**config.mk**
```make
export PLATFORM = sky130hd
export DESIGN_NAME = digilock_ctrl
export DESIGN_NICKNAME = d
export VERILOG_FILES = /design/src/rtl/digilock_ctrl.sv
export SDC_FILE = /design/constraint.sdc
export NUM_CORES = 1
export LEC_CHECK = 0
export CELL_PAD_IN_SITES_DETAIL_PLACEMENT = 1
export CELL_PAD_IN_SITES_GLOBAL_PLACEMENT = 1
export CORE_MARGIN = 2
export CORE_UTILIZATION = 31
export DETAILED_ROUTE_END_ITERATION = 8
export PLACE_DENSITY = 0.66
export SLEW_MARGIN = 20
export SYNTH_ARGS = -nofsm -noshare
export SYNTH_HDL_FRONTEND = slang
export SYNTH_SLANG_ARGS = --single-unit
```
**constraint.sdc**
```tcl
create_clock -name clock -period 5.4 [get_ports clock]
set_clock_uncertainty 0.1 [all_clocks]
set_input_delay 1.62 -clock clock [delete_from_list [all_inputs] [get_ports clock]]
set_output_delay 1.62 -clock clock [all_outputs]
set_load 0.05 [all_outputs]
```
**src/rtl/digilock_ctrl.sv**
```systemverilog
// rtl/digilock_ctrl.sv - DigiLock sequencing controller
//
// Captures 4-digit BCD codes, keeps the stored password on cmp_a and the
// latest attempt on cmp_b for the external 16-bit equality comparator, and
// turns its cmp_f result into lock/alarm plus a consecutive-failure count.
//
// Ports:
//   clock          in   1   system clock, rising edge
//   reset          in   1   asynchronous, active-low
//   enter          in   1   submit key (level, one action per rising transition)
//   operacao       in   1   OPEN only: 0 = relock, 1 = program new password
//   digitos_valor  in   16  4 BCD digits, [15:12] most significant
//   cmp_f          in   1   comparator result (cmp_a == cmp_b)
//   cmp_a          out  16  stored password
//   cmp_b          out  16  last captured attempt
//   lock           out  1   door locked
//   alarm          out  1   alarm latched
//   busy           out  1   comparison in flight
//   fails          out  2   consecutive failed attempts
module digilock_ctrl #(
  parameter int MAX_ATTEMPTS = 3
) (
  input  logic        clock,
  input  logic        reset,
  input  logic        enter,
  input  logic        operacao,
  input  logic [15:0] digitos_valor,
  input  logic        cmp_f,
  output logic [15:0] cmp_a,
  output logic [15:0] cmp_b,
  output logic        lock,
  output logic        alarm,
  output logic        busy,
  output logic [1:0]  fails
);

  typedef enum logic [2:0] {
    SETUP  = 3'd0,
    LOCKED = 3'd1,
    CMP    = 3'd2,
    OPEN   = 3'd3,
    ALARM  = 3'd4
  } state_t;

  localparam logic [2:0] MAX_W = 3'(MAX_ATTEMPTS);

  state_t     state;
  logic       enter_q;
  logic       ent;
  logic       code_ok;
  logic [2:0] fails_inc;

  assign ent       = enter & ~enter_q;
  assign code_ok   = (digitos_valor[15:12] <= 4'd9) && (digitos_valor[11:8] <= 4'd9) &&
                     (digitos_valor[7:4]   <= 4'd9) && (digitos_valor[3:0]  <= 4'd9);
  assign fails_inc = {1'b0, fails} + 3'd1;

  // lock/alarm/busy are registers updated together with the state so they
  // never depend combinationally on inputs.
  always_ff @(posedge clock or negedge reset) begin
    if (!reset) begin
      state   <= SETUP;
      enter_q <= 1'b0;
      cmp_a   <= 16'h0000;
      cmp_b   <= 16'h0000;
      lock    <= 1'b0;
      alarm   <= 1'b0;
      busy    <= 1'b0;
      fails   <= 2'd0;
    end else begin
      enter_q <= enter;
      case (state)
        SETUP: begin
          if (ent && code_ok) begin
            cmp_a <= digitos_valor;
            state <= LOCKED;
            lock  <= 1'b1;
          end
        end
        LOCKED: begin
          if (ent && code_ok) begin
            cmp_b <= digitos_valor;
            state <= CMP;
            busy  <= 1'b1;
          end
        end
        CMP: begin
          busy <= 1'b0;
          if (cmp_f) begin
            fails <= 2'd0;
            state <= OPEN;
            lock  <= 1'b0;
          end else if (fails_inc == MAX_W) begin
            fails <= fails_inc[1:0];
            state <= ALARM;
            alarm <= 1'b1;
          end else begin
            fails <= fails_inc[1:0];
            state <= LOCKED;
          end
        end
        OPEN: begin
          // Relock ignores the digits entirely; only reprogramming needs a valid code.
          if (ent && !operacao) begin
            state <= LOCKED;
            lock  <= 1'b1;
          end else if (ent && operacao && code_ok) begin
            cmp_a <= digitos_valor;
            state <= LOCKED;
            lock  <= 1'b1;
          end
        end
        ALARM: begin
          // Absorbing until reset.
        end
        default: begin
          state <= SETUP;
          lock  <= 1'b0;
          alarm <= 1'b0;
          busy  <= 1'b0;
        end
      endcase
    end
  end

endmodule
```
# After elaboration in Yosys (flattened, before gate mapping)
# Index checks and enable logic that the tools add are counted.
[classes] n_addsub=1 multipliers=0 n_div=0 n_lt_le_gt_ge=4 n_eq_ne=13 shift=0 mux=21 bitwise=6 reduce_logical=19
[op_table] operator="2-to-1 mux 16 bit" n=3
[op_table] operator="case mux 16 bit (2 select lines)" n=1
[op_table] operator="2-to-1 mux 3 bit" n=6
[op_table] operator="less-or-equal comparator 4 bit, second input constant" n=4
[op_table] operator="case mux 3 bit (5 select lines)" n=1
[op_table] operator="inequality test 2 bit, second input constant" n=7
[op_table] operator="AND reduction 4 bit" n=3
[op_table] operator="equality test 3 x 2 -> 1 bit, second input constant" n=3
[op_table] operator="logical AND 1 bit" n=7
[op_table] operator="2-to-1 mux 1 bit" n=6
[op_table] operator="inverter 1 bit" n=5
[op_table] operator="case mux 1 bit (2 select lines)" n=2
[op_table] operator="case mux 1 bit (4 select lines)" n=1
[op_table] operator="AND reduction 2 bit" n=2
[op_table] operator="OR reduction 4 bit" n=1
[op_table] operator="adder 2 x 1 -> 3 bit, second input constant" n=1
[op_table] operator="equality test 3 x 1 -> 1 bit, second input constant" n=1
[op_table] operator="equality test 3 bit, second input constant" n=1
[op_table] operator="logical NOT 3 bit" n=1
[op_table] operator="inequality test 3 bit, second input constant" n=1
[op_table] operator="AND reduction 3 bit" n=1
[op_table] operator="OR reduction 3 bit" n=1
[op_table] operator="2-to-1 mux 2 bit" n=1
[op_table] operator="nonzero test 2 bit" n=1
[op_table] operator="3 further kinds" n=3
[word_totals] register_bits=41 latch_bits=0 mem_bits_rw=0 romBits=0 wordCells=72 memories=0

# Logic depth before layout (Yosys ltp)
[logic_depth] depth_word=8 depth_mapped=7

# Least setup slack after synthesis
# Ideal clock, no wire load.
[synth_timing] path_kind="input-to-reg" startpoint="input digitos_valor[9]" endpoint="register cmp_b[10]" arrival_ps=2824 setup_slack_ps=2351 cell_stages=7 cell_sequence="o21ai_0 and4b_1 buf_6 and4b_1 buf_6 buf_12 mux2_4"
[synth_via] elab_chain_cells=6
[synth_lines] element="start, declared" line="27" rtl="input logic [15:0] digitos_valor,"
[synth_lines] element="less-or-equal comparator 4 bit" line="54" rtl="assign code_ok = (digitos_valor[15:12] <= 4'd9) && (digitos_valor[11:8] <= 4'd9) &&"
[synth_lines] element="logical AND 1 bit (2 in series)" line="54"
[synth_lines] element="logical AND 1 bit" line="55" rtl="(digitos_valor[7:4] <= 4'd9) && (digitos_valor[3:0] <= 4'd9);"
[synth_lines] element="logical AND 1 bit" line="81" rtl="if (ent && code_ok) begin"
[synth_lines] element="AND reduction 2 bit (no line)"
[synth_lines] element="end signal, assigned" line="82" rtl="cmp_b <= digitos_valor;"
[synth_lines] element="end, declared" line="30" rtl="output logic [15:0] cmp_b,"
# Every way passes these cells.
# A chain may end at the register's enable or synchronous reset.

# Worst setup path after layout
[layout_timing] startpoint="input digitos_valor[6]" endpoint="register cmp_b[4]"
[layout_via] elab_chain_cells=5
[layout_lines] element="less-or-equal comparator 4 bit" line="55"
[layout_lines] element="logical AND 1 bit" line="54"
[layout_lines] element="logical AND 1 bit" line="55"
[layout_lines] element="logical AND 1 bit" line="81"
[layout_lines] element="AND reduction 2 bit (no line)"
# Every way passes these cells.

==> results.txt <==
----------------------------------------------------
[STA]
  Final Hold Viols ... 0
  Period utilisation layout ... 0.733
  Summed negative setup slack over all endpoints ... 0 ns
  Pin slew with the least headroom to its limit ... 0.989 ns
  Total setup violations reported at the end of the flow ... 0
  Unrepaired setup endpoints after global routing ... false
  Post-route setup slack ... 1.44 ns
  Peak clock frequency supported by timing ... around 250 MHz
  Count of pins over their slew limit ... 0
  Rel. slew slack ... 0.340
  Time the worst path needs with I/O delays and setup ... 3.96 ns

[Synth]
  Post-synth cell types ... 27
  Synthesized net count ... 144
  Syn. warnings ... 0
  Cell accounting for the most synthesized area ... dfrtp_1
  Register area share after synthesis ... 0.583
  Area contributors post-synth ... dfrtp_1 58%, mux2_2 16%, mux2_4 6.8%, o21ai_0 2.3%, buf_6 1.9%
  Average cell area after synthesis ... 14.4 um2
  Instance count of the mapped netlist ... 122
  Area fraction of the dominant cell type after synthesis ... 0.583
  Post-synthesis cell area ... 1760 um2
  Number of storage elements in the synthesis netlist ... 41

[Drt]
  Via density per instance ... 4.77
  Aggregate routed wire length ... between 4000 and 5000 um
  Residual antenna-violating net count after detailed routing ... 0
  Routed length per instance ... 16.6 um
  Number of remaining DRC errors ... 0
  Number of iterations in the first detailed-routing pass ... 4
  First DRT Iteration DRCs ... 27
  Number of vias in the routed layout ... 1202

[Critical path]
  Critical Path End ... cmp_b[4]$_DFFE_PN0P_
  Required @ worst endpoint ... between 5 and 6 ns
  Register-to-Register Setup Slack ... a little under 3 ns
  CP Max Fanout ... 18
  Data arrival time at the worst-slack endpoint ... 4.04 ns
  Reg-to-reg critical path startpoint ... enter_q$_DFF_PN0_
  Delay contributed by the slowest stage of the critical path ... 0.90 ns
  CP Capture Type ... register
  Critical-path cell list ... clkdlybuf4s50_1 > o21ai_0 > and4b_1 > and4b_1 > mux2_2
  Reg2Reg Depth ... 4
  Startpoint types ... primary input
  Type of the worst setup path ... in -> reg
  Critical Path Most Common Cell ... and4b_1
  Reg-to-Reg End ... cmp_b[4]$_DFFE_PN0P_
  Worst Setup SP ... digitos_valor[6]
  Worst path slowest cell ... and4b_1

[Power and ir drop]
  Combinational group share of total power ... 0.551
  P_int ... around 950 uW
  Power per standard cell area ... 712 nW/um2
  Share of power burned in the clock network ... 0.146
  IR drop worst, VDD ... 0.327 mV
  Total net switching power ... about 800 uW
  Fraction of power spent switching nets ... 0.457
  LEAKAGE ... between 1 and 1.5 nW
  Sequential share of power ... 0.304

[Layout]
  Layout-stage area growth over the synthesis result ... 40.0%
  Final #Nets ... between 200 and 250
  Filler-free cell count of the finished design ... around 250
  Antenna diode count ... 0
  Fraction of final layout cells sized beyond drive strength 1 ... 0.233

[Global routing]
  GRT Util Overall ... 0.142
  Vias in the first global route ... 1267
  Overall overflow remaining after global route ... 0
  Largest net degree at the start of global routing ... 42
  Initial antenna violation count ... 0
  First-pass GRT wire length ... between 6000 and 7000 um

[Floorplanning]
  Area of the core region ... 5510 um2
  Area of the die ... ~6300 um2
  # IOs ... 58
  Initial Utilization ... 0.319
  Die boundary width ... 79.3 um
  Count of standard-cell rows ... 27
  Floorplan die height ... 79.3 um

[CTS]
  CTS Root Cell ... clkbuf_8
  Number of clock buffers inserted by TritonCTS ... 5
  Clock input transition at the sequential cells of the worst setup and hold paths ... 0.07 ns
  CTS tree ... yes
  Hold buffer count at cts ... 0
  Number of buffers on the longest clock path ... 2
  Setup Fix Bufs, Post-CTS ... 0
  Post-cts sizing count ... 0
  Maximum level of the CTS H-tree ... 2
  Clk_lat worst skew ... 0.29 ns
  Clock Sink Count ... 41

[Placement]
  Placed wire-length estimate after detailed placement ... slightly above 3000 um
  Worst Setup Slack post-DPL ... roughly 1.1 ns
  Final GP Congestion ... slightly above 0.7
  Count of buffers from port buffering ... 57
  Cell count after placement ... 244

[Status]
  Result of the run ... complete, no violations

[Run]
  MaxCap Viol Count ... 0

[Hold path]
  Worst hold path type ... reg -> reg

----------------------------------------------------
[cells in the final DEF, fill, tap and decap left out, types with 2 or more instances in the layout]
cell              n
clkdlybuf4s50_1  56
dfrtp_1          41
mux2_2           25
o21ai_0           8
mux2_4            8
nor2_1            6
clkbuf_8          6
nand2b_1          3
and4b_1           3
nand2_1           3
inv_1             2
o211ai_1          2
nand3_1           2
[kinds of logic (layout without fill, tap and decap cells)]
kind of cell	after synthesis	after routing	share of synthesized area
AOI/OAI and AO/OA	17	17	0.0619
DFF	41	41	0.583
buffers and inverters	9	67	0.0427
adders and majority gates	1	1	0.00711
and+or+nand+nor	21	21	0.0768
muxes	33	33	0.228
[flip-flops by register name, indices dropped and copies added (netlist names)]
signal	flops
alarm	1
cmp_b	16
fails	2
enter_q	1
busy	1
lock	1
state	3
cmp_a	16
[power groups by stage]
stage / clock network [mW] / logic (mW) / registers [mW]
6_report: 0.255 / 0.966 / 0.533
5_1_grt: 0.282 / 1.00 / 0.556
4_1_cts: 0.266 / 0.977 / 0.537
3_5_place_dp: 0 / 0.974 / 0.541
3_3_place_gp: 0 / 0.959 / 0.534
2_1_floorplan: 0 / 0.183 / 0.986
[worst min-delay path by stage]
stage	start	cells after the start	to	slack, ns
2_1_floorplan	state[0]$_DFFE_PN0P_	2	state[2]$_DFFE_PN0P_	0.44
3_3_place_gp	alarm$_DFFE_PN0P_	2	alarm$_DFFE_PN0P_	0.39
3_5_place_dp	cmp_a[6]$_DFFE_PN0P_	1	cmp_a[6]$_DFFE_PN0P_	0.40
4_1_cts	cmp_b[6]$_DFFE_PN0P_	1	cmp_b[6]$_DFFE_PN0P_	0.42
5_1_grt	cmp_b[9]$_DFFE_PN0P_	1	cmp_b[9]$_DFFE_PN0P_	0.43
6_report	cmp_b[6]$_DFFE_PN0P_	1	cmp_b[6]$_DFFE_PN0P_	0.41
[metal layers]
layer | routed length [um] | vias to the layer above | global-route usage
li1 | - | 555 | -
met2 | 2250 | 29 | 0.240
met1 | 1670 | 613 | 0.165
met4 | 63 | 0 | 0.0569
met3 | 195 | 5 | 0.0477
met5 | 0 | - | 0
[per-stage QoR]
stage | cell area, um2 | utilization | hold slack, ns | power (mW)
after global routing | 2460 | 0.447 | 0.428 | 1.84
after detailed placement | 2350 | 0.426 | 0.399 | 1.52
final | 2460 | 0.447 | 0.412 | 1.75
after global placement | 2350 | 0.426 | 0.388 | 1.49
after floorplan | 1760 | - | 0.441 | 1.17
after CTS | 2460 | 0.447 | 0.417 | 1.78
[layout make-up]
class                           count  area [um2]
Clock buffer                        7        86.3
Inverter                            2        7.51
Multi-Input combinational cell     72         658
Tap cell                           72        90.1
Sequential cell                    41        1030
Timing Repair Buffer               57         566
Fill cell                         573        3040
Clock inverter                      1        30.0
[critical path: cells and delay by family]
kind	cells	cell delay [ns]
AOI/OAI and AO/OA	1	0.25
buffers and inverters	1	0.45
muxes	1	0.42
and+or+nand+nor	2	1.29
[Yosys cell counts]
cell and instances:
nor3_1 1, dfrtp_1 41, nand3b_1 1, a32oi_1 1, nand2b_1 3, and4b_1 3, inv_1 2, ha_1 1
o21ai_1 1, clkbuf_1 1, a211oi_1 1, o41ai_1 1, o22ai_1 1, nor2_1 6, buf_6 3, a2111oi_0 1
mux2_2 25, buf_12 1, mux2_4 8, o211ai_1 2, buf_2 2, nor2b_1 1, a211o_1 1, nand3_1 2
o21ai_0 8, nand2_1 3, nand4b_4 1
Power figures use the tool's default switching activity.
==> patch: new RTL, same settings <==
Register the input `digitos_valor` before use, cleared by the reset. The logic sees it one clock later. The other inputs are not delayed to match.
--- a/src/rtl/digilock_ctrl.sv
+++ b/src/rtl/digilock_ctrl.sv
@@ -44,6 +44,16 @@
 
   localparam logic [2:0] MAX_W = 3'(MAX_ATTEMPTS);
 
+  logic [15:0] digitos_valor_q;
+
+  always_ff @(posedge clock or negedge reset) begin
+    if (!reset) begin
+      digitos_valor_q <= '0;
+    end else begin
+      digitos_valor_q <= digitos_valor;
+    end
+  end
+
   state_t     state;
   logic       enter_q;
   logic       ent;
@@ -51,8 +61,8 @@
   logic [2:0] fails_inc;
 
   assign ent       = enter & ~enter_q;
-  assign code_ok   = (digitos_valor[15:12] <= 4'd9) && (digitos_valor[11:8] <= 4'd9) &&
-                     (digitos_valor[7:4]   <= 4'd9) && (digitos_valor[3:0]  <= 4'd9);
+  assign code_ok   = (digitos_valor_q[15:12] <= 4'd9) && (digitos_valor_q[11:8] <= 4'd9) &&
+                     (digitos_valor_q[7:4]   <= 4'd9) && (digitos_valor_q[3:0]  <= 4'd9);
   assign fails_inc = {1'b0, fails} + 3'd1;
 
   // lock/alarm/busy are registers updated together with the state so they
@@ -72,14 +82,14 @@
       case (state)
         SETUP: begin
           if (ent && code_ok) begin
-            cmp_a <= digitos_valor;
+            cmp_a <= digitos_valor_q;
             state <= LOCKED;
             lock  <= 1'b1;
           end
         end
         LOCKED: begin
           if (ent && code_ok) begin
-            cmp_b <= digitos_valor;
+            cmp_b <= digitos_valor_q;
             state <= CMP;
             busy  <= 1'b1;
           end
@@ -105,7 +115,7 @@
             state <= LOCKED;
             lock  <= 1'b1;
           end else if (ent && operacao && code_ok) begin
-            cmp_a <= digitos_valor;
+            cmp_a <= digitos_valor_q;
             state <= LOCKED;
             lock  <= 1'b1;
           end
Check against the original RTL: not equivalent (a bounded check fails within 4 cycles, from zero or initial values and one cycle with reset low).
==> patch against the unedited design <==
- count of clock-buffer cells in the layout is 5 higher
- highest routed layer unchanged
- sequential cell count is 16 higher
- design area is 23% higher
- via count is 20% higher
- wire length is 14% higher
- setup slack better by 0.29 ns
- synthesized area is 25% higher
- sequential power is 29% higher
- power is 20% higher
- first-iteration DRC count is 63% higher
- sequential share of layout area is 5.3 points higher
==> patch: results (changes against the unedited design) <==
[run_status]
run_status = completed

[yosys]
synthTopCellsByArea = dfrtp_1 (65%), mux2_2 (17%), o21ai_0 (1.6%)
syn_nets = 172  ; +19%
yosys-top-cells-count = dfrtp_1 (57), mux2_2 (33), o21ai_0 (7), inv_1 (6), a21oi_1 (5)
synth.distinct_cells = 36  ; +33%
ys_seq_area_frac = 0.650  ; +0.0671
synth_compound_area_frac = 0.0724  ; +0.0106
muxShareOfSynthArea = 0.174  ; -0.0543
synth_adder_area_share = 0.00570  ; -0.00141

[cells_and_area]
nets = 235  ; +17%
top_regs = cmp_a: 16 flops, cmp_b: 16 flops, digitos_valor_q: 16 flops
drive_above_1_share = 0.253  ; +0.0201

[detailed_routing]
via_count = 1441  ; +20%
m1WireLength_um = 2130  ; +28%
drt-vias-per-instance = 4.60  ; -3.5%
dr.pass1.iters = 2  ; -2
drt_iter0_markers = 44  ; +63%
dr_wl_met2_um = 2240  ; -0.36%
met3WireLength_um = 276  ; +42%

[placed_design]
dpl_cell_area_mm2 = 0.00284  ; +21%
place_inst = 298  ; +22%
dp_slack_ns = 1.35  ; +0.248 ns
hpwl_um = 3250  ; +4.1%
routabilityCongestion = 0.752  ; +6.4%

[sta]
setup_slack_ns = 1.73  ; +0.290 ns
maxSlewHeadroom = 0.385  ; +0.0453
fin_hold_ws_ns = 0.404  ; -0.00780 ns

[worst_setup_path]
critPathMaxFanout = 16  ; -2
crit_path_start = enter
critPathSlowestCell = a211oi_4
critPathTopFamily = compound AO/OA/AOI/OAI gates
cp.arrival_ns = 3.77  ; -0.27 ns
cpPeakStageDelay_ns = 0.80  ; -0.10 ns
r2r_end = cmp_a[1]$_DFFE_PN0P_
critPathCaptureType = flop
ff2ff_setup_slack_ns = 2.82  ; -0.14 ns
rr_startpoint = digitos_valor_q[9]$_DFF_PN0_

[power]
ir_drop_mv = 0.392  ; +20%
p_leak_nw = 1.30  ; +18%

[clock_tree]
cts_buffers = 9  ; +4
htree_levels = 3  ; +1

[hold_path]
min_to = cmp_a[0]$_DFFE_PN0P_
hold_class = flop to flop
hold_start = digitos_valor_q[0]$_DFF_PN0_

[global_routing]
grt_pass1_vias = 1567  ; +24%
grt_usage = 0.138  ; -0.00334
met1_usage = 0.173  ; +0.00819
grt_pass1_wl_um = 8000  ; +20%
met3_usage = 0.0443  ; -0.00343
use_met2 = 0.214  ; -0.0256

patch: cell count changes after synthesis, moves of 3 or more:
cell and change:
nor2_1 -3, mux2_2 +8, dfrtp_1 +16, and4b_1 -3, inv_1 +4, a21oi_1 +5, mux2_4 -8
patch: layout make-up:
type                    instances  area (um2)
clock buffers                  12         155
fillers                       715        3790
inverters                       6        22.5
clock inverters                 3        40.0
flip-flops and latches         57        1430
multi-input cells              81         701
well taps                      96         120
repair buffers                 58         573
patch: worst reg2reg max path, stage by stage, from the launching register on:
cell,delay [ns]
dfrtp_1,0.40
o21ai_0,0.22
nand4_1,0.18
or2_1,0.35
a211oi_4,0.80
mux2_2,0.42
patch: power breakdown:
part	leakage [nW]	switching (mW)	total (mW)	internal, mW
sequential	0.703	0.110	0.686	0.577
clock	0.102	0.159	0.393	0.234
combinational	0.493	0.655	1.03	0.375
